--- config.mk ---
export PLATFORM = sky130hd
export DESIGN_NAME = multi_pattern_detector
export DESIGN_NICKNAME = d
export VERILOG_FILES = /design/src/rtl/multi_pattern_detector_pkg.sv /design/src/rtl/multi_pattern_detector_lane.sv /design/src/rtl/multi_pattern_detector.sv
export SDC_FILE = /design/constraint.sdc
export NUM_CORES = 1
export LEC_CHECK = 0
export CORE_ASPECT_RATIO = 0.7
export CORE_MARGIN = 5
export CORE_UTILIZATION = 35
export CTS_CLUSTER_DIAMETER = 80
export DETAILED_ROUTE_END_ITERATION = 16
export PLACE_DENSITY = 0.55
export SLEW_MARGIN = 5
export SYNTH_ARGS = -nofsm -noshare
export SYNTH_HDL_FRONTEND = slang
export SYNTH_SLANG_ARGS = --single-unit
--- constraint.sdc ---
create_clock -name clk -period 2.75 [get_ports clk]
set_input_delay 0.55 -clock clk [delete_from_list [all_inputs] [get_ports clk]]
set_output_delay 0.55 -clock clk [all_outputs]
set_load 0.1 [all_outputs]
--- src/rtl/multi_pattern_detector_pkg.sv ---
// Shared helpers and reset defaults for the multi-lane serial pattern detector.
package multi_pattern_detector_pkg;

   localparam int unsigned MAX_PAT_LEN = 16;
   localparam int unsigned DEF_LEN     = 0;
   localparam logic        DEF_OVERLAP = 1'b1;

   typedef enum logic {
      MODE_NON_OVERLAP = 1'b0,
      MODE_OVERLAP     = 1'b1
   } overlap_mode_e;

   // Mask with the low len bits set; callers zero-extend their operands to MAX_PAT_LEN.
   function automatic logic [MAX_PAT_LEN-1:0] len_mask(input int unsigned len);
      logic [MAX_PAT_LEN-1:0] mask;
      mask = '0;
      for (int unsigned b = 0; b < MAX_PAT_LEN; b++) begin
         mask[b] = (b < len);
      end
      return mask;
   endfunction

   function automatic int unsigned clamp_len(input int unsigned len, input int unsigned max_len);
      return (len > max_len) ? max_len : len;
   endfunction

endpackage

--- src/rtl/multi_pattern_detector_lane.sv ---
// One detector lane: programmable pattern/length/overlap, fill tracking,
// registered match pulse and saturating match counter.
module pat_match_lane
   import multi_pattern_detector_pkg::*;
#(
   parameter int PAT_LEN = 4,
   parameter int CNT_W   = 8,
   parameter int LEN_W   = 3
) (
   input  logic               clk,
   input  logic               rst,
   input  logic [PAT_LEN-1:0] hist_next,
   input  logic               in_valid,
   input  logic               cfg_we,
   input  logic [PAT_LEN-1:0] cfg_pattern,
   input  logic [LEN_W-1:0]   cfg_len,
   input  logic               cfg_overlap,
   input  logic               cnt_clr,
   output logic               hit,
   output logic               match,
   output logic [CNT_W-1:0]   count
);

   localparam logic [LEN_W-1:0] FILL_MAX = LEN_W'(PAT_LEN);
   localparam logic [CNT_W-1:0] CNT_MAX  = '1;

   logic [PAT_LEN-1:0]     pattern_reg;
   logic [LEN_W-1:0]       len_reg;
   overlap_mode_e          overlap_reg;
   logic [LEN_W-1:0]       fill_reg;
   logic [LEN_W-1:0]       fill_next;
   logic [LEN_W-1:0]       len_load;
   logic [CNT_W-1:0]       count_reg;
   logic                   match_reg;
   logic [MAX_PAT_LEN-1:0] hist_ext;
   logic [MAX_PAT_LEN-1:0] pattern_ext;
   logic [MAX_PAT_LEN-1:0] mask;

   assign len_load = LEN_W'(clamp_len(32'(cfg_len), PAT_LEN));

   // Evaluation always uses the currently held config, even on a config-write edge.
   always_comb begin
      fill_next   = (fill_reg < FILL_MAX) ? fill_reg + 1'b1 : fill_reg;
      hist_ext    = '0;
      hist_ext[PAT_LEN-1:0] = hist_next;
      pattern_ext = '0;
      pattern_ext[PAT_LEN-1:0] = pattern_reg;
      mask        = len_mask(32'(len_reg));
      hit         = in_valid && (len_reg != '0) && (fill_next >= len_reg) &&
                    (((hist_ext ^ pattern_ext) & mask) == '0);
   end

   always_ff @(posedge clk or posedge rst) begin
      if (rst) begin
         pattern_reg <= '0;
         len_reg     <= LEN_W'(DEF_LEN);
         overlap_reg <= overlap_mode_e'(DEF_OVERLAP);
         fill_reg    <= '0;
         count_reg   <= '0;
         match_reg   <= 1'b0;
      end else begin
         match_reg <= hit;
         if (cfg_we) begin
            pattern_reg <= cfg_pattern;
            len_reg     <= len_load;
            overlap_reg <= overlap_mode_e'(cfg_overlap);
            fill_reg    <= '0;
         end else if (in_valid) begin
            fill_reg <= (hit && overlap_reg == MODE_NON_OVERLAP) ? '0 : fill_next;
         end
         if (cnt_clr) begin
            count_reg <= '0;
         end else if (hit && count_reg != CNT_MAX) begin
            count_reg <= count_reg + 1'b1;
         end
      end
   end

   assign match = match_reg;
   assign count = count_reg;

endmodule

--- src/rtl/multi_pattern_detector.sv ---
// Runtime-programmable serial detector: shared history register feeding
// NUM_PAT independent pattern lanes.
module multi_pattern_detector
   import multi_pattern_detector_pkg::*;
#(
   parameter  int NUM_PAT = 2,
   parameter  int PAT_LEN = 4,
   parameter  int CNT_W   = 8,
   parameter  int LEN_W   = $clog2(PAT_LEN + 1),
   localparam int IDX_W   = (NUM_PAT > 1) ? $clog2(NUM_PAT) : 1
) (
   input  logic                     clk,
   input  logic                     rst,
   input  logic                     in_valid,
   input  logic                     in_bit,
   input  logic                     cfg_we,
   input  logic [IDX_W-1:0]         cfg_idx,
   input  logic [PAT_LEN-1:0]       cfg_pattern,
   input  logic [LEN_W-1:0]         cfg_len,
   input  logic                     cfg_overlap,
   input  logic                     cnt_clr,
   output logic                     match,
   output logic [NUM_PAT-1:0]       match_vec,
   output logic [NUM_PAT*CNT_W-1:0] match_cnt
);

   logic [PAT_LEN-1:0] hist_reg;
   logic [PAT_LEN-1:0] hist_next;
   logic [NUM_PAT-1:0] lane_we;
   logic [NUM_PAT-1:0] lane_hit;
   logic               match_reg;

   always_comb begin
      hist_next = in_valid ? {hist_reg[PAT_LEN-2:0], in_bit} : hist_reg;
   end

   always_ff @(posedge clk or posedge rst) begin
      if (rst) begin
         hist_reg  <= '0;
         match_reg <= 1'b0;
      end else begin
         hist_reg  <= hist_next;
         match_reg <= |lane_hit;
      end
   end

   // Out-of-range indices decode to no lane at all.
   generate
      for (genvar gi = 0; gi < NUM_PAT; gi++) begin : g_lane
         assign lane_we[gi] = cfg_we && (cfg_idx == IDX_W'(gi));

         pat_match_lane #(
            .PAT_LEN (PAT_LEN),
            .CNT_W   (CNT_W),
            .LEN_W   (LEN_W)
         ) u_lane (
            .clk         (clk),
            .rst         (rst),
            .hist_next   (hist_next),
            .in_valid    (in_valid),
            .cfg_we      (lane_we[gi]),
            .cfg_pattern (cfg_pattern),
            .cfg_len     (cfg_len),
            .cfg_overlap (cfg_overlap),
            .cnt_clr     (cnt_clr),
            .hit         (lane_hit[gi]),
            .match       (match_vec[gi]),
            .count       (match_cnt[gi*CNT_W +: CNT_W])
         );
      end
   endgenerate

   assign match = match_reg;

endmodule

Yosys cells after proc, flatten, opt, wreduce, memory -nomap -nowiden

Index checks and enable logic that the tools add are counted.

$add $sub $neg: 4
Order comparisons: 19
Equal/unequal tests: 2
Multiplexer cells: 14
Bitwise operators: 7
Reductions and logical operators: 21

Operator list:

| kind                                                                 | number |
|---|---|
| 16-bit by 7-bit AND with 16-bit output                               | 2 |
| 16-bit logical NOT                                                   | 2 |
| 8-bit two-way mux                                                    | 4 |
| 3-bit two-way mux                                                    | 9 |
| 3-bit < comparator (first input constant)                            | 6 |
| 8-bit by 1-bit adder with 8-bit output (second input constant)       | 2 |
| 8-bit != test (second input constant)                                | 2 |
| 1-bit logical AND                                                    | 12 |
| 1-bit by 3-bit < comparator with 1-bit output (first input constant) | 4 |
| 2-bit by 3-bit < comparator with 1-bit output (first input constant) | 4 |
| 2-bit nonzero test                                                   | 4 |
| 4-bit XOR                                                            | 2 |
| 3-bit by 1-bit adder with 3-bit output (second input constant)       | 2 |
| 3-bit greater-or-equal comparator                                    | 2 |
| 3-bit < comparator (second input constant)                           | 2 |
| 3-bit nonzero test                                                   | 2 |
| 4-bit two-way mux                                                    | 1 |
| 3-bit > comparator (second input constant)                           | 1 |
| 1-bit NOT                                                            | 3 |
| 2-bit OR reduction                                                   | 1 |

Register bits: 45
Input port bits: 15
Output and inout port bits: 19
Word-level logic and storage cells: 81

Logic depth before layout (Yosys ltp)

Word-level depth: 9
Gate-level depth with buffers: 10

Modules after synthesis

From an unflattened synthesis, not the netlist that was laid out.

Cells, all modules: 227
Area total of the unflattened synthesis: 2399.8 um2

By module, submodules not included:

| module                 | instances | cells an instance | area an instance (um2) | sequential area each (um2) |
|---|---|---|---|---|
| pat_match_lane         | 2         | 107               | 1103.6                 | 501.7 |
| multi_pattern_detector | 1         | 13                | 192.7                  | 125.1 |

Worst setup path before layout

No wires, ideal clock.

Path kind: register -> register
Start: reg g_lane[1].u_lane.count_reg[0]
End: reg g_lane[1].u_lane.count_reg[4]
Setup time: 0.125 ns
Arrival: 2.270 ns
Required time: 2.625 ns
Setup slack: 0.355 ns
Cell stages (with the launch flop): 8
Path buffers: 1
Cells stage by stage: dfrtp_1 -> ha_1 -> and3_1 -> and3_1 -> clkbuf_1 -> inv_1 -> nand3_1 -> mux2_2

Cells in the longest elaborated chain, start to end: 3
Elaborated cells between the ends (all ways): 6
Those cells by class: add/sub: 1; eq/ne: 1; mux: 2; reduce/logical: 2

Ends and longest elaborated chain:

| what                                                                    | line                                                                 | text |
|---|---|---|
| from (decl)                                                             | multi_pattern_detector_lane.sv:33                                    | `logic [CNT_W-1:0] count_reg;` |
| from (signal assigned)                                                  | multi_pattern_detector_lane.sv:74                                    | `count_reg <= count_reg + 1'b1;` |
| 8-bit by 1-bit adder with 8-bit output or 8-bit != test (tied branches) | multi_pattern_detector_lane.sv:74, multi_pattern_detector_lane.sv:73 |  |
| 8-bit two-way mux or 1-bit logical AND (tied branches)                  | multi_pattern_detector_lane.sv:73                                    | `end else if (hit && count_reg != CNT_MAX) begin` |
| 8-bit two-way mux or 2-bit nonzero test (tied branches)                 | n/a                                                                  |  |

Parallel ways exist; a longest one is shown, timed or not. The select of a mux whose other input is x is not followed.
A chain may end at the register's enable or synchronous reset.

Final worst setup path

Start: reg g_lane[0].u_lane.fill_reg[0]
End: reg g_lane[0].u_lane.count_reg[5]

Cells in the longest elaborated chain, start to end: 7
Elaborated cells between the ends (all ways): 8
Those cells by class: add/sub: 1; order compare: 2; mux: 1; reduce/logical: 4

Ends and longest elaborated chain:

| what                                                                         | line                              | text |
|---|---|---|
| from (decl)                                                                  | multi_pattern_detector_lane.sv:30 | `logic [LEN_W-1:0] fill_reg;` |
| from (signal assigned)                                                       | multi_pattern_detector_lane.sv:69 | `fill_reg <= (hit && overlap_reg == MODE_NON_OVERLAP) ? '0 : fill_next;` |
| 3-bit by 1-bit adder with 3-bit output or 3-bit < comparator (tied branches) | multi_pattern_detector_lane.sv:43 | `fill_next = (fill_reg < FILL_MAX) ? fill_reg + 1'b1 : fill_reg;` |
| 3-bit two-way mux (*)                                                        | multi_pattern_detector_lane.sv:43 |  |
| 3-bit greater-or-equal comparator (*)                                        | multi_pattern_detector_lane.sv:49 | `hit = in_valid && (len_reg != '0) && (fill_next >= len_reg) &&` |
| 1-bit logical AND (*) (2 in series)                                          | multi_pattern_detector_lane.sv:49 |  |
| 1-bit logical AND (*)                                                        | multi_pattern_detector_lane.sv:73 |  |
| 2-bit nonzero test (no line) (*)                                             | n/a                               |  |
| to (signal assigned)                                                         | multi_pattern_detector_lane.sv:74 |  |
| to (decl)                                                                    | multi_pattern_detector_lane.sv:33 |  |

Every way passes the cells marked *; elsewhere a longest branch is shown, timed or not.

==> results by group <==
Placement
  – DP Area: 2830 µm²
  – Hpwl dp: 4110 µm
  – Count of input and output buffers: 33
  – GPL Wtd Cong: 0.813

Critical path
  – Crit path max-delay family: compound AO/OA/AOI/OAI gates
  – Critical Path Source Type: register
  – Critical path type: register to register
  – FF-to-FF path depth: 9
  – Instance count on the critical path: 9
  – Critical path capture point type: register
  – Worst Path Required: 2.90 ns
  – Crit path DAT: 2.73 ns
  – Cell Chain, Critical Path: ha_1 -> mux2_2 -> ha_1 -> a21oi_1 -> nor2b_2 -> o2111ai_4 -> buf_4 -> o41ai_1 -> a21oi_1
  – CP bufs+invs: 1
  – Max incr delay on CP: 0.45 ns
  – CP max-delay cell: dfrtp_1
  – Crit path max fanout: 9

Yosys
  – Count leader, synth: dfrtp_1
  – Cell Area, Synth: 2410 µm²
  – Register area share after synthesis: 46.7%
  – Yosys top cell by area: dfrtp_1
  – Post-synthesis cell count: 241
  – Library cells used by synthesis: 44
  – Ys flop type: dfrtp_1
  – Mean Syn Cell Area: 10.0 µm²
  – Ys async rst share: 100%
  – Register bit total from synthesis: 45
  – Commonest cells post-synth: 43 x dfrtp_1, 26 x nand2_1, 18 x a21oi_1, 16 x inv_1, 11 x o21ai_0
  – Syn_nets: 266
  – Yosys warning count: 0
  – Synth top area share: 44.6%
  – Top post-synthesis cells by area: dfrtp_1 45%, ha_1 5.2%, mux2_2 4.7%, nand2_1 4.0%, a21oi_1 3.7%
  – EDFF count, synth: 0

Routing
  – WL/cell: 14.6 µm
  – 1st-pass router iterations: 4
  – DR iter-0 viols: 44
  – Routed wire length: 5440 µm
  – Vias per inst: 4.95
  – Post-route DRC: 0
  – DRT antenna net count: 0
  – Total vias in the final route: 1852

Hold path
  – Hold Path Stages: 2
  – Hold Path Class: register to register

Global route
  – First-pass GRT wire length: 9230 µm
  – GRT Total Usage: 13.4%
  – Antenna violations before repair: 0
  – Total grt overflow: 0
  – Largest net degree at the start of global routing: 25
  – Vias in the first global route: 1816

Timing
  – Headroom to the max-slew limit: 54.4%
  – Clk_skew: 0.0109 ns
  – Crit share post-route: 93.9%
  – RSZ-0062 raised after global routing: no
  – Max Transition Viols Final: 0
  – Final hold violation count: 0
  – Final setup violation count: 0
  – Crit path time final: 2.58 ns
  – Fmax: 387 MHz
  – Slew of the pin with the lowest slew margin: 0.681 ns

Clock tree
  – Root Buffer: clkbuf_8
  – Clock latency on the worst-skew pair: 0.30 ns
  – Htree depth: 2
  – Num CTS Buffers: 5
  – Sink Count: 45
  – Hold-fix buffers at CTS: 0
  – PostCTS Resize Cnt: 0
  – CTS tree: yes
  – Post-CTS setup buffers: 0
  – Clk pin slew, worst setup/hold paths: 0.10 ns
  – CTS max path bufs: 2

Cells and area
  – Syn-to-layout area delta: 23.3%
  – Fin nets: 304
  – Reg area: 1130 µm²
  – Filler cell count: 675
  – Ant diodes: 0
  – Final Util: 44.3%
  – Multi-input gate area in the final layout: 1160 µm²
  – Fraction of layout cells with a size suffix above 1: 21.4%
  – Fin area: 2980 µm²
  – Max reg flops: 16

Die
  – DIE AREA: 8690 µm²
  – Initial core utilization: 35.9%
  – DIE WIDTH: 109 µm
  – Row cnt: 25
  – Core Box Area: 6730 µm²
  – I/O pin cnt: 34
  – Die Height: 79.5 µm

Pwr
  – Pwr/cell area: 708 nW/µm²
  – P_leak: 1.35 nW
  – Maximum vdd drop: 359 µV
  – Power, Total: 0.00211 W

Run
  – Number of max-cap violations: 0

Outcome
  – Status: completed
-- cells in the final DEF (no fill, tap or decap), types with 6 or more instances in the layout --
master           count
dfrtp_1             43
buf_4               31
nand2_1             26
a21oi_1             18
inv_1               15
clkdlybuf4s50_1     14
o21ai_0             11
mux2_2              10
nand3_1             10
ha_1                10
nand2b_1             8
xnor2_1              6
nor2_1               6
and3_1               6
-- per-layer routing --
metal	share of wire (%)	GRT usage, %	routed length [µm]
met4	0.94	4.23	51
met2	43	18.7	2330
met3	5.3	3.07	286
met5	0	0	0
met1	51	20.4	2770
-- report_power, final --
part	switching (W)	internal (W)
Clock	0.000240	0.000361
Sequential	0.0000908	0.000754
Combinational	0.000360	0.000302
Total	0.000690	0.00142
-- final cells by class --
type | instances | area share (%)
tap | 94 | 3.95
timing repair buffer | 45 | 12.5
multi-input combinational | 166 | 39.1
sequential | 45 | 37.9
inverter | 16 | 2.02
clock buffer | 5 | 2.31
clock inverter | 3 | 2.18
-- cell families after synthesis --
| logic type | share of synthesized area, % |
|---|---|
| compound gates | 14.8 |
| buf+inv | 5.60 |
| flops | 46.7 |
| simple gates | 17.3 |
| xor+xnor | 3.63 |
| mux | 6.74 |
| fa+ha+maj | 5.18 |
-- worst register-to-register path: cells and delay by family (launching register included) --
family	cells	cell delay, ns
and+or+nand+nor	1	0.15
DFF	1	0.45
buffers and inverters	1	0.22
muxes	1	0.30
adders and majority gates	2	0.59
AOI/OAI and AO/OA	4	0.74
-- through the flow --
stage / std cells / TNS, ns / worst slack, ns / hold slack (ns)
after global placement: 366 / -0.924 / -0.108 / 0.470
after global routing: 374 / 0 / 0.0304 / 0.520
after CTS: 374 / 0 / 0.100 / 0.496
final: 374 / 0 / 0.167 / 0.498
after detailed placement: 366 / -1.07 / -0.148 / 0.482
after floorplan: 241 / 0 / 0.355 / 0.454
-- final timing paths --
path,slack (ns),endpoint,start
setup / recovery,0.17,g_lane[0].u_lane.count[5],g_lane[0].u_lane.fill_reg[0]
hold / removal,0.50,g_lane[0].u_lane.overlap_reg,g_lane[0].u_lane.overlap_reg
setup reg to reg,0.17,g_lane[0].u_lane.count[5],g_lane[0].u_lane.fill_reg[0]
hold reg to reg,0.50,g_lane[0].u_lane.overlap_reg,g_lane[0].u_lane.overlap_reg
max in group asynchronous,1.52,g_lane[0].u_lane.overlap_reg,rst
min in group asynchronous,0.60,g_lane[1].u_lane.fill_reg[2],rst
Note: power is estimated with default switching activity, not from simulation.
